## config.mk

```make
export PLATFORM = sky130hd
export DESIGN_NAME = multicycle_ctrl
export DESIGN_NICKNAME = d
export VERILOG_FILES = /design/src/rtl/multicycle_ctrl.sv
export SDC_FILE = /design/constraint.sdc
export NUM_CORES = 1
export LEC_CHECK = 0
export CORE_ASPECT_RATIO = 0.8
export CORE_MARGIN = 2
export CORE_UTILIZATION = 24
export DETAILED_ROUTE_END_ITERATION = 10
export SLEW_MARGIN = 40
export SYNTH_ARGS = -nofsm -noshare
export SYNTH_HDL_FRONTEND = slang
export SYNTH_SLANG_ARGS = --single-unit
```

## constraint.sdc

```tcl
create_clock -name clk -period 3 [get_ports clk]
set_input_delay 0.9 -clock clk [delete_from_list [all_inputs] [get_ports clk]]
set_output_delay 0.9 -clock clk [all_outputs]
set_load 0.02 [all_outputs]
```

## src/rtl/multicycle_ctrl.sv

```systemverilog
// multicycle_ctrl: Moore sequencing controller for the multi-cycle MIPS subset
// (addu, subu, ori, lw, sw, beq, j, lui). Each instruction walks through
// FETCH -> DECODE -> execute / memory / write-back states so that the datapath
// can share one ALU and one memory port across cycles.
//
// Optional build macro MEM_WAIT_EN: adds the memReady input. FETCH, MEM_RD and
// MEM_WR then stall until memory reports ready. Without the macro, memory
// always completes in one cycle.
module multicycle_ctrl (
  input  logic       clk,
  input  logic       reset,
  input  logic [5:0] op,
  input  logic [5:0] funct,
  input  logic       aluZero,
`ifdef MEM_WAIT_EN
  input  logic       memReady,
`endif
  output logic       pcReset,
  output logic       pcWrite,
  output logic       irWrite,
  output logic       memRead,
  output logic       memWrite,
  output logic       mem2Reg,
  output logic       regDst,
  output logic       regWrite,
  output logic       aluSrc,
  output logic [1:0] nPC_sel,
  output logic [1:0] ext_op,
  output logic [2:0] aluCtr,
  output logic       instDone,
  output logic       illegal,
  output logic [3:0] state
);

  localparam logic [3:0] S_FETCH   = 4'd0;
  localparam logic [3:0] S_DECODE  = 4'd1;
  localparam logic [3:0] S_EXE_R   = 4'd2;
  localparam logic [3:0] S_EXE_I   = 4'd3;
  localparam logic [3:0] S_MEM_ADR = 4'd4;
  localparam logic [3:0] S_MEM_RD  = 4'd5;
  localparam logic [3:0] S_MEM_WB  = 4'd6;
  localparam logic [3:0] S_MEM_WR  = 4'd7;
  localparam logic [3:0] S_BRANCH  = 4'd8;
  localparam logic [3:0] S_JUMP    = 4'd9;
  localparam logic [3:0] S_WB_R    = 4'd10;
  localparam logic [3:0] S_WB_I    = 4'd11;

  localparam logic [5:0] OP_RTYPE = 6'b000000;
  localparam logic [5:0] OP_ORI   = 6'b001101;
  localparam logic [5:0] OP_LUI   = 6'b001111;
  localparam logic [5:0] OP_LW    = 6'b100011;
  localparam logic [5:0] OP_SW    = 6'b101011;
  localparam logic [5:0] OP_BEQ   = 6'b000100;
  localparam logic [5:0] OP_J     = 6'b000010;
  localparam logic [5:0] FN_ADDU  = 6'b100001;
  localparam logic [5:0] FN_SUBU  = 6'b100011;

  localparam logic [2:0] ALU_ADD = 3'b000;
  localparam logic [2:0] ALU_SUB = 3'b001;
  localparam logic [2:0] ALU_OR  = 3'b011;

  logic [3:0] state_reg;
  logic [3:0] state_next;
  logic       mem_ready;

  logic is_addu, is_subu, is_ori, is_lui, is_lw, is_sw, is_beq, is_j;
  logic is_rtype, is_itype, is_mem, is_legal;

`ifdef MEM_WAIT_EN
  assign mem_ready = memReady;
`else
  assign mem_ready = 1'b1;
`endif

  // Instruction class decode from the (stable) instruction register fields
  always_comb begin
    is_addu  = (op == OP_RTYPE) && (funct == FN_ADDU);
    is_subu  = (op == OP_RTYPE) && (funct == FN_SUBU);
    is_ori   = (op == OP_ORI);
    is_lui   = (op == OP_LUI);
    is_lw    = (op == OP_LW);
    is_sw    = (op == OP_SW);
    is_beq   = (op == OP_BEQ);
    is_j     = (op == OP_J);
    is_rtype = is_addu || is_subu;
    is_itype = is_ori || is_lui;
    is_mem   = is_lw || is_sw;
    is_legal = is_rtype || is_itype || is_mem || is_beq || is_j;
  end

  // Next-state selection; memory states stall until the memory is ready
  always_comb begin
    state_next = S_FETCH;
    case (state_reg)
      S_FETCH:   state_next = mem_ready ? S_DECODE : S_FETCH;
      S_DECODE: begin
        if (is_rtype)      state_next = S_EXE_R;
        else if (is_itype) state_next = S_EXE_I;
        else if (is_mem)   state_next = S_MEM_ADR;
        else if (is_beq)   state_next = S_BRANCH;
        else if (is_j)     state_next = S_JUMP;
        else               state_next = S_FETCH;
      end
      S_EXE_R:   state_next = S_WB_R;
      S_WB_R:    state_next = S_FETCH;
      S_EXE_I:   state_next = S_WB_I;
      S_WB_I:    state_next = S_FETCH;
      S_MEM_ADR: state_next = is_lw ? S_MEM_RD : S_MEM_WR;
      S_MEM_RD:  state_next = mem_ready ? S_MEM_WB : S_MEM_RD;
      S_MEM_WB:  state_next = S_FETCH;
      S_MEM_WR:  state_next = mem_ready ? S_FETCH : S_MEM_WR;
      S_BRANCH:  state_next = S_FETCH;
      S_JUMP:    state_next = S_FETCH;
      default:   state_next = S_FETCH;
    endcase
  end

  // State register with synchronous reset to FETCH
  always_ff @(posedge clk) begin
    if (reset) state_reg <= S_FETCH;
    else       state_reg <= state_next;
  end

  assign state   = state_reg;
  assign pcReset = reset;

  // Moore output decode; reset forces every strobe and select to zero
  always_comb begin
    pcWrite  = 1'b0;
    irWrite  = 1'b0;
    memRead  = 1'b0;
    memWrite = 1'b0;
    mem2Reg  = 1'b0;
    regDst   = 1'b0;
    regWrite = 1'b0;
    aluSrc   = 1'b0;
    nPC_sel  = 2'b00;
    ext_op   = 2'b00;
    aluCtr   = ALU_ADD;
    instDone = 1'b0;
    illegal  = 1'b0;
    if (!reset) begin
      case (state_reg)
        S_FETCH: begin
          memRead = 1'b1;
          irWrite = mem_ready;
          pcWrite = mem_ready;
        end
        S_DECODE: illegal = !is_legal;
        S_EXE_R: aluCtr = is_subu ? ALU_SUB : ALU_ADD;
        S_WB_R: begin
          aluCtr   = is_subu ? ALU_SUB : ALU_ADD;
          regDst   = 1'b1;
          regWrite = 1'b1;
          instDone = 1'b1;
        end
        S_EXE_I, S_WB_I: begin
          aluSrc = 1'b1;
          if (is_ori) begin
            aluCtr = ALU_OR;
            ext_op = 2'b00;
          end else if (is_lui) begin
            aluCtr = ALU_ADD;
            ext_op = 2'b10;
          end
          if (state_reg == S_WB_I) begin
            regWrite = 1'b1;
            instDone = 1'b1;
          end
        end
        S_MEM_ADR, S_MEM_RD, S_MEM_WR: begin
          aluSrc = 1'b1;
          ext_op = 2'b01;
          aluCtr = ALU_ADD;
          if (state_reg == S_MEM_RD) memRead = 1'b1;
          if (state_reg == S_MEM_WR) begin
            // write strobe held through any wait; completion only when ready
            memWrite = 1'b1;
            instDone = mem_ready;
          end
        end
        S_MEM_WB: begin
          mem2Reg  = 1'b1;
          regWrite = 1'b1;
          instDone = 1'b1;
        end
        S_BRANCH: begin
          aluCtr   = ALU_SUB;
          nPC_sel  = 2'b01;
          pcWrite  = aluZero;
          instDone = 1'b1;
        end
        S_JUMP: begin
          nPC_sel  = 2'b10;
          pcWrite  = 1'b1;
          instDone = 1'b1;
        end
        default: ;
      endcase
    end
  end

endmodule

```

# Word-level counts from Yosys, hierarchy flattened
# Index checks and enable logic that the tools add are counted.
dict set report word_totals {
  reg_bits 4
  latch_bits 0
  ram_bits 0
  romBits 0
  output_inout_bits 22
  elab_cells 79
  mem_count 0
}
dict set report op_classes {
  add_sub_neg 0
  n_mul 0
  div_mod_pow 0
  magnitude_cmp 0
  n_eq_ne 19
  shift 0
  n_mux 40
  n_bitwise 0
  reduce_logical 19
}
# operator n
set op_table {}
lappend op_table {{$eq A6 B6 Y1 const B} 4}
lappend op_table {{$pmux W4 S6} 1}
lappend op_table {{$mux W1} 20}
lappend op_table {{$mux W4} 5}
lappend op_table {{$eq A4 B3 Y1 const B} 4}
lappend op_table {{$eq A4 B4 Y1 const B} 4}
lappend op_table {{$mux W2} 7}
lappend op_table {{$eq A6 B4 Y1 const B} 2}
lappend op_table {{$eq A4 B2 Y1 const B} 2}
lappend op_table {{$pmux W2 S2} 2}
lappend op_table {{$reduce_or A2 Y1} 4}
lappend op_table {{$logic_or A1 B1 Y1} 7}
lappend op_table {{$eq A6 B2 Y1 const B} 1}
lappend op_table {{$eq A6 B3 Y1 const B} 1}
lappend op_table {{$logic_not A6 Y1} 1}
lappend op_table {{$pmux W1 S2} 3}
lappend op_table {{$pmux W2 S3} 1}
lappend op_table {{$reduce_or A5 Y1} 1}
lappend op_table {{$eq A4 B1 Y1 const B} 1}
lappend op_table {{$logic_not A4 Y1} 1}
lappend op_table {{$reduce_or A4 Y1} 1}
lappend op_table {{$pmux W1 S3} 1}
lappend op_table {{$reduce_or A3 Y1} 1}
lappend op_table {{$logic_and A1 B1 Y1} 2}
lappend op_table {{$logic_not A1 Y1} 1}

# Depth between registers and ports, before layout
# Gate-level depths: netlist of the first run.
dict set report logic_depth {
  depth_word 10
  depth_mapped 5
  ltp_nobuf 4
}

# Least setup slack after synthesis of the first run
# OpenSTA, ideal clock, no wires.
dict set report synth_path {
  path_kind {input port to output port}
  from {input port reset}
  to {output port illegal}
  arrival_ps 2347
  required_time_ps 2100
  path_slack_ps -247
  cell_stages 5
  cell_sequence {clkbuf_1 -> or3_1 -> nor2_1 -> nand2_1 -> nor4_1}
}
dict set report synth_via {
  elab_chain_len 1
}
# item line_no
set synth_lines {}
lappend synth_lines {{start: declaration} 11} ;# input logic reset,
lappend synth_lines {{$mux W1} 142} ;# if (!reset) begin
lappend synth_lines {{end: declaration} 31} ;# output logic illegal,
# No other way between the ends.

# Worst setup path in the final report of the first run
dict set report layout_path {
  from {input port op[4]}
  to {output port aluCtr[0]}
}
dict set report layout_via {
  elab_chain_len 5
  word_cells_on_any_way 7
}
# item line_no
set layout_lines {}
lappend layout_lines {{start: declaration} 12} ;# input logic [5:0] op,
lappend layout_lines {{$logic_not A6 Y1} 78} ;# is_subu = (op == OP_RTYPE) && (funct == FN_SUBU);
lappend layout_lines {{$logic_and A1 B1 Y1} 78}
lappend layout_lines {{$mux W1} {150, 152}}
lappend layout_lines {{$pmux W2 S3 (*)} 143} ;# case (state_reg)
lappend layout_lines {{$mux W2 (*)} 142}
lappend layout_lines {{end: declaration} 29} ;# output logic [2:0] aluCtr,
# Every way passes the cells marked *; elsewhere a longest branch is shown, timed or not.

==> metrics.yaml, run 1 <==
outcome: "completed"
synthDominantAreaCellType: "sky130_fd_sc_hd__dfxtp_1"
maxCapViolations: 0
cts_root_buffer: "sky130_fd_sc_hd__clkbuf_4"
cts.reportedPaths.clkPinSlew_ns: 0.04
die_area_um2: 2420
arrival_time_of_the_worst_setup_path_ns: 2.08
synth_cells: 71
timing.final.crit_share_pct: 99.3
final_nets: 141
synth_enable_flop_cells: 0
worst_hold_path_type: "reg2reg"
fmax_mhz: 336
final-hold-violation-count: 0
critical_path_peak_fanout: 4
synth-main-ff-cell: "sky130_fd_sc_hd__dfxtp_1"
worstSetupEndpointType: "primary output"
drv_slew: 0
cts_tree: "yes"
total_leakage_power_nw: 0.494
place.detailed.instances: 140
met1Wirelength_um: 928
detailedRoute.firstPassIterationCount: 4
die_y_um: 44.4
share_of_the_yosys_chip_area_belonging_to_registers_pct: 16.3
postRouteWirelength_um: 2060
grt_first_pass_wirelength_um: 3420
power-per-cell-area_nw_per_um2: 207
fillerInstances: 189
area_growth_pct: 123
grtUsageTotal_pct: 20.0
drt.antenna.violating_nets: 0
post-route-drc-count: 0
multi_input_comb_area_um2: 493
grt_setup_unrepaired: "yes"
effective_utilization_at_floorplan_pct: 25.7
critical_path.startpoint_type: "input port"
post_synth_most_frequent_cells: "sky130_fd_sc_hd__nor2_1, sky130_fd_sc_hd__a21oi_1, sky130_fd_sc_hd__nand2_1, sky130_fd_sc_hd__nand2b_1, sky130_fd_sc_hd__nor4_1"
fraction_of_post_synthesis_cell_area_in_the_top_cell_type_by_area_pct: 16.3
total_power_w: 0.000227
hold_slack_ns: 0.631
placed_cell_area_um2: 978
synth_cell_types: 33
yosysWarningCount: 0
postSynthAreaPerCell_um2: 6.91
viasPerCell: 5.05
largest_reg_flops: 4
synth.ff_latch_count: 4
die-width_um: 54.5
post-dp-hpwl_um: 1470
final_layout_size_suffix_gt1_share_pct: 42.7
synthTopCellsByArea: "sky130_fd_sc_hd__dfxtp_1, sky130_fd_sc_hd__nor2_1, sky130_fd_sc_hd__nand2b_1"
dr_total_vias: 747
cts_inserted_buffers: 3
place.gp.congestion: 0.734
cts-root-to-sink-buffers: 2
row_count: 14
final-setup-viol-count: 0
vdd_drop_max_v: 0.000133
finish.instance_area_um2: 1090
postSynth.asyncResetShare_pct: 0
cts_htree_levels: 1
synth.cell_area_um2: 490
grt.overflow.total: 0
detail_route.wl_per_cell_um: 13.9
clkSinkCount: 4
placeableCoreArea_um2: 1910
antenna-diode-count: 0
synth_fp_nets: 86
period_minus_slack_ns: 2.98
layout.cells.non_filler: 148
worst-endpoint-required_ns: 2.10
antenna_violations_before_repair: 0
ctsHoldBuffers: 0
via_count_of_the_first_global_routing_pass: 674
initial_drc_count: 10
synthMostInstantiatedCell: "sky130_fd_sc_hd__nor2_1"
met3_wirelength_um: 80
finClkSkew_ns: 0.00183
met2RoutedLength_um: 1030
numPortBuffers: 35
area.sequential_um2: 80.1
grt_max_degree: 15
worstSkewPairLatency_ns: 0.23
timing_worst_setup_path_type: "in2out"
io_pins: 37
dr.max_layer_used: "met4"
[placed cells by master, fill, tap and decap left out, types with 2 or more instances in the layout]
cell	netlist	final
sky130_fd_sc_hd__buf_4	2	20
sky130_fd_sc_hd__dlygate4sd2_1	0	12
sky130_fd_sc_hd__clkdlybuf4s50_1	0	10
sky130_fd_sc_hd__nor2_1	9	8
sky130_fd_sc_hd__clkbuf_2	0	7
sky130_fd_sc_hd__nand2b_1	5	5
sky130_fd_sc_hd__a21oi_1	5	5
sky130_fd_sc_hd__nand2_1	5	4
sky130_fd_sc_hd__buf_6	0	4
sky130_fd_sc_hd__dfxtp_1	4	4
sky130_fd_sc_hd__nor4_1	5	3
sky130_fd_sc_hd__clkbuf_4	0	3
sky130_fd_sc_hd__nor4_4	0	2
sky130_fd_sc_hd__xor2_1	2	2
sky130_fd_sc_hd__o21ai_0	2	2
sky130_fd_sc_hd__nor3_1	3	2
sky130_fd_sc_hd__buf_2	1	2
[worst paths after layout]
path / from / endpoint / slack (ns) / cells after the start
max: op[4] / aluCtr[0] / 0.02 / 6
min reg2reg: state[0] / state[0] / 0.63 / 1
min: state[0] / state[0] / 0.63 / 1
max reg2reg: state[3] / state[0] / 1.71 / 4
[power by group]
group          internal [W]  switching (W)
sequential        0.0000555     0.00000533
combinational     0.0000512      0.0000491
clock             0.0000447      0.0000213
[critical path, cell delays in order]
cell,delay (ns)
sky130_fd_sc_hd__dlygate4sd2_1,0.27
sky130_fd_sc_hd__buf_4,0.19
sky130_fd_sc_hd__nor3_2,0.07
sky130_fd_sc_hd__and4b_1,0.19
sky130_fd_sc_hd__or3_1,0.32
sky130_fd_sc_hd__buf_6,0.14
[through the flow]
stage / setup slack, ns / util [%] / setup TNS, ns
final: 0.0205 / 57.3 / 0
after detailed placement: -0.748 / 51.2 / -6.72
after floorplan: 0.0428 / - / 0
after global placement: -0.739 / 51.2 / -6.72
after global routing: -0.0373 / 57.3 / -0.0373
after CTS: -0.0141 / 58.2 / -0.0141
[layout make-up]
type | count | area share (%)
Clock buffer | 3 | 2.06
Multi-Input combinational cell | 60 | 45.0
Sequential cell | 4 | 7.31
Tap cell | 24 | 2.74
Timing Repair Buffer | 57 | 42.9
[cells by family (layout without fill, tap and decap cells)]
kind of cell / count (synthesis) / in the layout / synth area share (%)
AOI/OAI and AO/OA: 13 / 13 / 18.1
xor gates and xnor gates: 2 / 2 / 3.57
buffers and inverters: 7 / 60 / 7.14
DFF: 4 / 4 / 16.3
muxes: 1 / 1 / 2.30
other: 1 / 1 / 0.765
and+or+nand+nor: 43 / 43 / 51.8
[layer usage]
metal	GRT usage [%]	vias to the layer above
li1	-	376
met1	26.3	344
met2	32.0	23
met3	5.41	4
met4	5.50	0
met5	0	-
[what timing repair did]
item | 4_1_cts | 5_1_grt
setup endpoints to repair | 17 | 4
buffers inserted | 5 | 0
pin swaps | 12 | 6
resized for setup | 59 | 18
Note: power is estimated with default switching activity, not from simulation.
==> run 2, diff against run 1 <==
--- a/config.mk
+++ b/config.mk
@@ -5,6 +5,7 @@
 export SDC_FILE = /design/constraint.sdc
 export NUM_CORES = 1
 export LEC_CHECK = 0
+export ABC_CLOCK_PERIOD_IN_PS = 3000
 export CORE_ASPECT_RATIO = 0.8
 export CORE_MARGIN = 2
 export CORE_UTILIZATION = 24
==> results of run 2 <==
No change in the layout: final DEF, timing and power equal those of run 1.
==> run 3, diff against run 2 <==
--- a/config.mk
+++ b/config.mk
@@ -5,7 +5,6 @@
 export SDC_FILE = /design/constraint.sdc
 export NUM_CORES = 1
 export LEC_CHECK = 0
-export ABC_CLOCK_PERIOD_IN_PS = 3000
 export CORE_ASPECT_RATIO = 0.8
 export CORE_MARGIN = 2
 export CORE_UTILIZATION = 24
==> results of run 3 <==
No change in the layout: final DEF, timing and power equal those of run 1.
